## config.mk

```make
export PLATFORM = sky130hd
export DESIGN_NAME = inc_rate_encoder
export DESIGN_NICKNAME = d
export VERILOG_FILES = /design/src/rtl/inc_rate_encoder.sv
export SDC_FILE = /design/constraint.sdc
export NUM_CORES = 1
export LEC_CHECK = 0
export BUFFER_PORTS_ARGS = -buffer_cell sky130_fd_sc_hd__buf_2
export CAP_MARGIN = 15
export CORE_MARGIN = 1
export CORE_UTILIZATION = 41
export DETAILED_ROUTE_END_ITERATION = 7
export PLACE_DENSITY = 0.6
export SYNTH_ARGS = -nofsm -noshare
export SYNTH_HDL_FRONTEND = slang
export SYNTH_SLANG_ARGS = --single-unit
```

## constraint.sdc

```tcl
create_clock -name clk_in -period 3 [get_ports clk_in]
set_input_delay 0.6 -clock clk_in [delete_from_list [all_inputs] [get_ports clk_in]]
set_output_delay 0.6 -clock clk_in [all_outputs]
set_load 0.005 [all_outputs]
```

## src/rtl/inc_rate_encoder.sv

```systemverilog
// Sigma-delta inc pulse encoder: one valid/ready value per frame becomes a
// WINDOW-step inc train of density value/2^VALUE_WIDTH, advanced by prop_in.
// Ports: clk_in, rst_in (async, active-high), prop_in step strobe,
//   value_in/valid_in/ready_out frame handshake, inc pulse, busy_out,
//   done_out end-of-frame pulse, inc_count_out pulses in current/last frame.
module inc_rate_encoder #(
  parameter int VALUE_WIDTH = 8,
  parameter int WINDOW      = 256,
  localparam int CNT_W      = $clog2(WINDOW + 1)
) (
  input  logic                   clk_in,
  input  logic                   rst_in,
  input  logic                   prop_in,
  input  logic [VALUE_WIDTH-1:0] value_in,
  input  logic                   valid_in,
  output logic                   ready_out,
  output logic                   inc,
  output logic                   busy_out,
  output logic                   done_out,
  output logic [CNT_W-1:0]       inc_count_out
);

  localparam int STEP_W = (WINDOW > 1) ? $clog2(WINDOW) : 1;
  localparam logic [STEP_W-1:0] LAST = STEP_W'(WINDOW - 1);

  typedef enum logic [1:0] {
    IDLE = 2'd0,
    RUN  = 2'd1,
    DONE = 2'd2
  } state_t;

  state_t                 state_q, state_d;
  logic [VALUE_WIDTH-1:0] acc_q, acc_d;
  logic [VALUE_WIDTH-1:0] val_q, val_d;
  logic [STEP_W-1:0]      step_q, step_d;
  logic [CNT_W-1:0]       cnt_q, cnt_d;

  logic [VALUE_WIDTH:0]   sum;
  logic                   carry;

  // Accumulator overflow marks a pulse; the wrapped remainder carries the
  // fractional error forward so pulses are spread evenly.
  assign sum   = {1'b0, acc_q} + {1'b0, val_q};
  assign carry = sum[VALUE_WIDTH];

  always_ff @(posedge clk_in or posedge rst_in) begin
    if (rst_in) begin
      state_q <= IDLE;
      acc_q   <= '0;
      val_q   <= '0;
      step_q  <= '0;
      cnt_q   <= '0;
    end else begin
      state_q <= state_d;
      acc_q   <= acc_d;
      val_q   <= val_d;
      step_q  <= step_d;
      cnt_q   <= cnt_d;
    end
  end

  always_comb begin
    state_d   = state_q;
    acc_d     = acc_q;
    val_d     = val_q;
    step_d    = step_q;
    cnt_d     = cnt_q;
    ready_out = 1'b0;
    busy_out  = 1'b0;
    done_out  = 1'b0;
    inc       = 1'b0;
    unique case (state_q)
      IDLE: begin
        ready_out = 1'b1;
        if (valid_in) begin
          val_d   = value_in;
          acc_d   = '0;
          step_d  = '0;
          cnt_d   = '0;
          state_d = RUN;
        end
      end
      RUN: begin
        busy_out = 1'b1;
        inc      = prop_in & carry;
        if (prop_in) begin
          acc_d = sum[VALUE_WIDTH-1:0];
          cnt_d = cnt_q + CNT_W'(carry);
          // Hold on the last step so step never leaves 0..WINDOW-1.
          if (step_q == LAST) begin
            state_d = DONE;
          end else begin
            step_d = step_q + STEP_W'(1);
          end
        end
      end
      DONE: begin
        done_out = 1'b1;
        state_d  = IDLE;
      end
      default: begin
        state_d = IDLE;
      end
    endcase
  end

  assign inc_count_out = cnt_q;

endmodule
```

# Word level (Yosys, flattened, before mapping)

Index checks and enable logic that the tools add are counted.

Word-level logic and storage cells: 39
Register bits: 35

Equality and inequality tests: 7
Bitwise gates (word level): 1
Reductions and logical operators: 6
Multiplexer cells: 17
$add $sub $neg: 3

Operators by type and width:

| cell                  | count |
|---|---|
| $mux W8               | 4 |
| $pmux W8 S2           | 2 |
| $mux W9               | 2 |
| $pmux W9 S2           | 1 |
| $add A8 B8 Y9         | 1 |
| $add A9 B1 Y9         | 1 |
| $add A8 B1 Y8 const B | 1 |
| $eq A8 B8 Y1 const B  | 1 |
| $ne A2 B2 Y1 const B  | 4 |
| $mux W2               | 3 |
| $reduce_and A3 Y1     | 2 |
| $mux W1               | 4 |
| $pmux W2 S2           | 1 |
| $reduce_and A4 Y1     | 1 |
| $eq A2 B1 Y1 const B  | 1 |
| $eq A2 B2 Y1 const B  | 1 |
| $logic_not A2 Y1      | 1 |
| $reduce_and A2 Y1     | 1 |
| $reduce_bool A2 Y1    | 1 |
| $and A1 B1 Y1         | 1 |

# Longest topological paths before layout

Gate-level depths: netlist of the first run.

Word-level depth: 4
Gate-level depth with buffers: 13
Mapped depth without buffers: 13

# Least setup slack after synthesis of the first run

No wires, ideal clock.

Path type: reg-to-reg
From: register acc_q[0]
To: register cnt_q[8] (netlist: inc_count_out[8])
Data required time: 2.879 ns
Slack: 0.669 ns
Stages on the path, launching flop included: 14
Path buffers: 0
Arrival time: 2.210 ns
Clock period less this slack: 2.331 ns
Cells stage by stage: dfrtp_1 ha_1 inv_1 fa_1 nor2b_1 o31ai_2 a21oi_1 or2_2 ha_1 ha_1 nand3_1 nor3_1 xnor2_1 nor2_1

Word-level cells in the longest chain between the ends: 4

Ends and longest elaborated chain:

| what                     | line | RTL |
|---|---|---|
| start: declaration       | 33   | `logic [VALUE_WIDTH-1:0] acc_q, acc_d;` |
| start signal: assignment | 49   | `acc_q <= '0;` |
| start signal: assignment | 55   | `acc_q <= acc_d;` |
| $add A8 B8 Y9            | 43   | `assign sum = {1'b0, acc_q} + {1'b0, val_q};` |
| $add A9 B1 Y9            | 88   | `cnt_d = cnt_q + CNT_W'(carry);` |
| $mux W9                  | 86   | `if (prop_in) begin` |
| $pmux W9 S2              | 72   | `unique case (state_q)` |
| end signal: assignment   | 58   | `cnt_q <= cnt_d;` |
| end: declaration         | 36   | `logic [CNT_W-1:0] cnt_q, cnt_d;` |

Every way passes these cells. The select of a mux whose other input is x is not followed.
A chain may end at the register's enable or synchronous reset.

# Worst setup path after layout of the first run

From: register acc_q[0]
To: output port inc

Word-level cells in the longest chain between the ends: 3

Ends and longest elaborated chain:

| what             | line | RTL |
|---|---|---|
| $add A8 B8 Y9    | 43   |  |
| $and A1 B1 Y1    | 85   | `inc = prop_in & carry;` |
| $mux W1          | 72   |  |
| end: declaration | 17   | `output logic inc,` |

Every way passes these cells.

==> impl_results.md, run 1 <==
- Run status: completed
- Antenna Cells: 0
- Min Tclk post-route: 2.803 ns
- CTS H-tree depth: 2
- Seq cells post-synth: 35
- Seq pwr share: 39.2%
- Most common cell after layout, fill and taps aside: dfrtp_1
- Worst setup path start: acc_q[0]$_DFFE_PP0P_
- RePlAce Congestion: 0.8806
- Layout cells sized above 1: 23.39%
- Clk Latency, worst-skew pair: 0.29 ns
- Vias in the first global route: 1431
- Syn nets: 211
- CP Launch Type: flop
- Internal Power: roughly 0.0012 W
- Placed cell count: ~260
- Sw Share: 35.83%
- Sequential fraction of the synthesis area: 45.69%
- Layout area overhead: 14.82%
- Root buf cell: clkbuf_8
- Die area: 4953 um2
- Largest net degree at the start of global routing: 36
- Hpwl dp: about 2600 um
- Async set-reset flop share out of synthesis: 100.0%
- Syn Std Cell Area: 1917 um2
- Dominant cell type by area after synthesis: dfrtp_1
- Combinational group share of total power: 40.3%
- Drt via density: between 5 and 6
- Pwr Density: around 840 nW/um2
- IO buf count: 24
- First-pass GRT wire length: 6624 um
- Area contributors post-synth: dfrtp_1 46%, ha_1 7.2%, mux2_2 4.1%
- Synth Flop Type: dfrtp_1
- Die Ht: 70.38 um
- DRC errors left: 0
- RSZ-0062 raised after global routing: no
- Io pins: 25
- Hold_buf cts: 0
- Core area: 4414 um2
- MaxCap Viol Count: 0
- Measured slew at the worst slew-check pin: 0.5814 ns
- YS warnings: 0
- TritonCTS clock tree: yes
- Distinct cells, synth: 42
- Total Wirelength: 3708 um
- Setup_tns: 0 ns
- Post-CTS Setup Bufs: 0
- Layout Cells excl Fill: 270
- GRT Total Usage: 17.09%
- Initial Util: a little over two fifths
- 1st-iter DRT viols: between 100 and 150
- Synth top area share: between 40 and 50%
- Fmax: 356.7 MHz
- CP arrival: 2.20 ns
- Post-Route Utilization: 49.86%
- WL per Instance: 13.73 um
- Clk_skew: 0.007033 ns
- Clk sinks: 35
- Clk pin slew, worst setup/hold paths: 0.07 ns
- Synthesized instance count: 187
- Rel. slew slack: 61.20%
- Drt pass-1 iters: 4
- VDD IR max: 0.0002855 V
- Die W: 70.38 um
- Antenna violations before repair: 0
- Most frequent cells in the layout: 35 x dfrtp_1, 24 x buf_2, 21 x nand2_1
- Slew Viols, Final: 0
- GR Overflow Total: 0
- Period Utilization, post-route: between 90 and 100%
- Final Setup Violations: 0
- Critical path type: flop to output port
- CP Max Fanout: 3
- Switch Pwr: 0.0006604 W
- Num CTS Buffers: 5
- Worst setup EP type: output port
- Leak: between 1 and 1.5 nW
- Number of flops mapped to enable cells by yosys: 0
- Antenna viol nets, final: 0
- Count of final hold-check violations: 0
- Clock share of power: 20.5%
- Hold Path Class: primary input to async pin
- CTS Buffer Depth: 2
- Via count: roughly 1400
- Row count: 24
- Required time of the critical path: about 2.4 ns
- R2r startpoint: val_q[0]$_DFFE_PP0P_
- Gates resized, CTS repair: 0
- Mean Syn Cell Area: a little over 10 um2
- Nets: 241
==> through the flow <==
| step | worst slack [ns] | hold WS (ns) | instance area, um2 | total power (W) |
|---|---|---|---|---|
| after floorplan | 0.6691 | 0.4441 | 1917 | 0.001298 |
| after global placement | 0.5199 | 0.4603 | 2101 | 0.001468 |
| after detailed placement | 0.4491 | 0.4661 | 2101 | 0.001476 |
| after CTS | 0.1913 | 0.4172 | 2201 | 0.001862 |
| after global routing | 0.06579 | 0.4536 | 2201 | 0.002013 |
| final | 0.1967 | 0.4022 | 2201 | 0.001843 |
==> power by group through the flow <==
stage,Sequential (W),Clock (W),Combinational (W)
finish,0.000723,0.000378,0.000742
global route,0.000743,0.000411,0.000859
CTS,0.000724,0.000393,0.000746
detailed placement,0.000733,0,0.000743
global placement,0.000728,0,0.000740
floorplan,0.000707,0,0.000590
==> kinds of logic after synthesis <==
group,count (synthesis),synth area share [%]
adder cells (fa/ha/maj),12,8.224
AO/OA/AOI/OAI,36,12.73
XOR/XNOR,12,5.483
AND/OR/NAND/NOR,71,19.52
buffers and inverters,12,3.198
multiplexers,9,5.157
flip-flops,35,45.69
==> flip-flops by register name, indices dropped and copies added, names as in the netlist <==
signal,count
inc_count_out,9
acc_q,8
step_q,8
val_q,8
state_q,2
==> layout make-up <==
class	count	area [um2]
flip-flops and latches	35	875.8
repair buffers	29	157.7
multi-input cells	140	979.7
clock buffers	8	100.1
fillers	416	2213
inverters	6	22.52
well taps	52	65.06
==> final timing paths <==
| check | end | slack (ns) | cells past startpoint |
|---|---|---|---|
| min in group clk_in | acc_q[0]$_DFFE_PP0P_ | 0.48 | 2 |
| max reg2reg | inc_count_out[8]$_DFFE_PP0P_ | 0.42 | 13 |
| min | val_q[4]$_DFFE_PP0P_ | 0.40 | 3 |
| max in group asynchronous | inc_count_out[5]$_DFFE_PP0P_ | 2.28 | 3 |
| max | inc | 0.20 | 9 |
| min reg2reg | acc_q[0]$_DFFE_PP0P_ | 0.48 | 2 |
==> critical path: stages (launching register included) <==
cell and delay [ns]:
dfrtp_1 0.39, ha_1 0.23, inv_1 0.07, fa_1 0.20
nor2b_1 0.08, o31ai_2 0.27, a21oi_1 0.10, or2_2 0.29
and2_1 0.17, buf_2 0.12
==> routing by layer <==
layer  part of all wire, %  track usage [%]  vias to the layer above
met4                   1.3            5.333                        0
met2                    47            27.20                       11
met5                     0                0                        -
met1                    48            22.48                      698
li1                      -                -                      720
met3                   2.7            4.762                        6
==> synthesized netlist by cell type (2+ instances only) <==
cell / instances
a211oi_1: 2
a21o_1: 2
a21oi_1: 6
a32o_1: 3
buf_2: 4
dfrtp_1: 35
ha_1: 11
inv_1: 6
mux2_2: 7
mux2i_1: 2
nand2_1: 21
nand3_1: 11
nand4_1: 2
nor2_1: 15
nor2b_1: 3
nor3_1: 4
nor4b_2: 2
o21a_1: 2
o21ai_0: 12
or3_1: 5
xnor2_1: 5
xor2_1: 7
(Power assumes the default switching activity.)
==> run 2: changes to the inputs <==
--- a/config.mk
+++ b/config.mk
@@ -9,6 +9,7 @@
 export CAP_MARGIN = 15
 export CORE_MARGIN = 1
 export CORE_UTILIZATION = 41
+export CTS_BUF_LIST = sky130_fd_sc_hd__clkbuf_16
 export DETAILED_ROUTE_END_ITERATION = 7
 export PLACE_DENSITY = 0.6
 export SYNTH_ARGS = -nofsm -noshare
==> impl_results.md, run 2 (synthesis gave the netlist of run 1 again) <==
- Hpwl dp: 2603 um
- Critical path depth: 9
- Leak: ~1.0 nW
- WL per Instance: approximately 14 um
- Post-DP Area: 2101 um2
- Total power: 0.001948 W
- First-pass GRT wire length: 6644 um
- MaxCap Viol Count: 0
- Total Wirelength: between 3000 and 4000 um
- Row count: 24
- Post-CTS Setup Bufs: 0
- CP arrival: 2.19 ns
- Layout cells sized above 1: 22.48%
- Slew Viols, Final: 0
- R2R Setup Slk: 0.43 ns
- CP Max Fanout: 3
- Die W: 70.38 um
- Post-Route Utilization: 50.68%
- Max FFs per register: 9
- RePlAce Congestion: a little under 0.9
- CTS H-tree depth: 2
- Most common cell after layout, fill and taps aside: dfrtp_1
- GRT Total Usage: 17.33%
- Final Setup Violations: 0
- Final Cell Area: 2237 um2
- Min Tclk post-route: 2.789 ns
- Pwr Density: 870.9 nW/um2
- Antenna violations before repair: 0
- Required time of the critical path: 2.40 ns
- Die area: 4953 um2
- Clk Latency, worst-skew pair: 0.28 ns
- Nets: 241
- WHS: 0.4106 ns
- Most frequent cells in the layout: 35 x dfrtp_1, 24 x buf_2, 21 x nand2_1
- DRC errors left: 0
- Worst R2R Path Depth: 13
- Via count: 1434
- Crit-path cells: ha_1 > inv_1 > fa_1 > nor2b_1 > o31ai_2 > a21oi_1 > or2_2 > and2_1 > buf_2
- Fill cell count: between 400 and 500
- Layout area overhead: 16.71%
- Period Utilization, post-route: 92.96%
- R2r startpoint: val_q[0]$_DFFE_PP0P_
- R2R Path End: inc_count_out[8]$_DFFE_PP0P_
- Setup_tns: 0 ns
- Drt via density: 5.311
- Rel. slew slack: between 60% and 70%
- RSZ-0062 raised after global routing: no
- CTS Buffer Depth: 2
- Hold_buf cts: 0
- Gates resized, CTS repair: 0
- CP Launch Type: flop
- Worst path bufs/invs: 2
- Die Ht: ~70 um
- Fmax: 358.6 MHz
- IO buf count: 24
- Clk_skew: 0.006263 ns
- Crit path max-delay family: simple AND/OR/NAND/NOR gates
- Run status: completed
- Measured slew at the worst slew-check pin: 0.5722 ns
- Worst setup EP type: output port
- Largest net degree at the start of global routing: 36
- Antenna Cells: 0
- Vias in the first global route: 1423
- Core area: 4414 um2
- Critical path type: flop to output port
- Initial Util: a little over two fifths
- Critical-path top delay cell: dfrtp_1
- VDD IR max: 0.0002762 V
- TritonCTS clock tree: yes
- Antenna viol nets, final: 0
- Count of final hold-check violations: 0
- Clk sinks: 35
- 1st-iter DRT viols: 102
- Io pins: 25
- Slowest Stage Delay on Critical Path: 0.38 ns
- Clk pin slew, worst setup/hold paths: 0.05 ns
- Root buf cell: clkbuf_16
- Hold Path Class: primary input to async pin
- Num CTS Buffers: 5
- GR Overflow Total: 0
- Drt pass-1 iters: 4
==> run 2: worst min-delay path, stage by stage <==
cell and delay (ns):
buf_2 0.09, inv_1 0.04, buf_4 0.38
==> run 2: routing by layer <==
layer	GRT usage [%]	up-vias	routed length [um]
met5	0	-	0
met1	22.37	694	1753
li1	-	722	-
met2	27.51	13	1760
met4	6.667	0	63
met3	4.762	5	105
==> run 2: how the worst max path moves through the flow <==
stage | start | to | slack [ns]
2_1_floorplan | acc_q[0]$_DFFE_PP0P_ | inc_count_out[8]$_DFFE_PP0P_ | 0.67
6_report | acc_q[0]$_DFFE_PP0P_ | inc | 0.21
3_5_place_dp | val_q[0]$_DFFE_PP0P_ | inc_count_out[8]$_DFFE_PP0P_ | 0.45
5_1_grt | acc_q[0]$_DFFE_PP0P_ | inc | 0.07
3_3_place_gp | acc_q[0]$_DFFE_PP0P_ | inc_count_out[8]$_DFFE_PP0P_ | 0.52
4_1_cts | acc_q[0]$_DFFE_PP0P_ | inc | 0.20
==> run 2: final cells by class <==
type / instances / area, um2 / area share (%)
Clock inverter: 3 / 11.26 / 0.5034
Inverter: 6 / 22.52 / 1.007
Sequential cell: 35 / 875.8 / 39.15
Tap cell: 52 / 65.06 / 2.908
Clock buffer: 5 / 125.1 / 5.593
Multi-Input combinational cell: 140 / 979.7 / 43.79
Timing Repair Buffer: 29 / 157.7 / 7.047
==> run 2: where the power goes <==
group / total, W / switching [W] / internal [W]
sequential: 0.000723 / 0.000107 / 0.000616
combinational: 0.000739 / 0.000383 / 0.000357
clock: 0.000486 / 0.000187 / 0.000298
==> run 2: stage by stage <==
stage                     setup WS (ns)  instances
after global routing            0.07441        270
after floorplan                  0.6691        187
final                            0.2113        270
after CTS                        0.2040        270
after global placement           0.5199        262
after detailed placement         0.4491        262
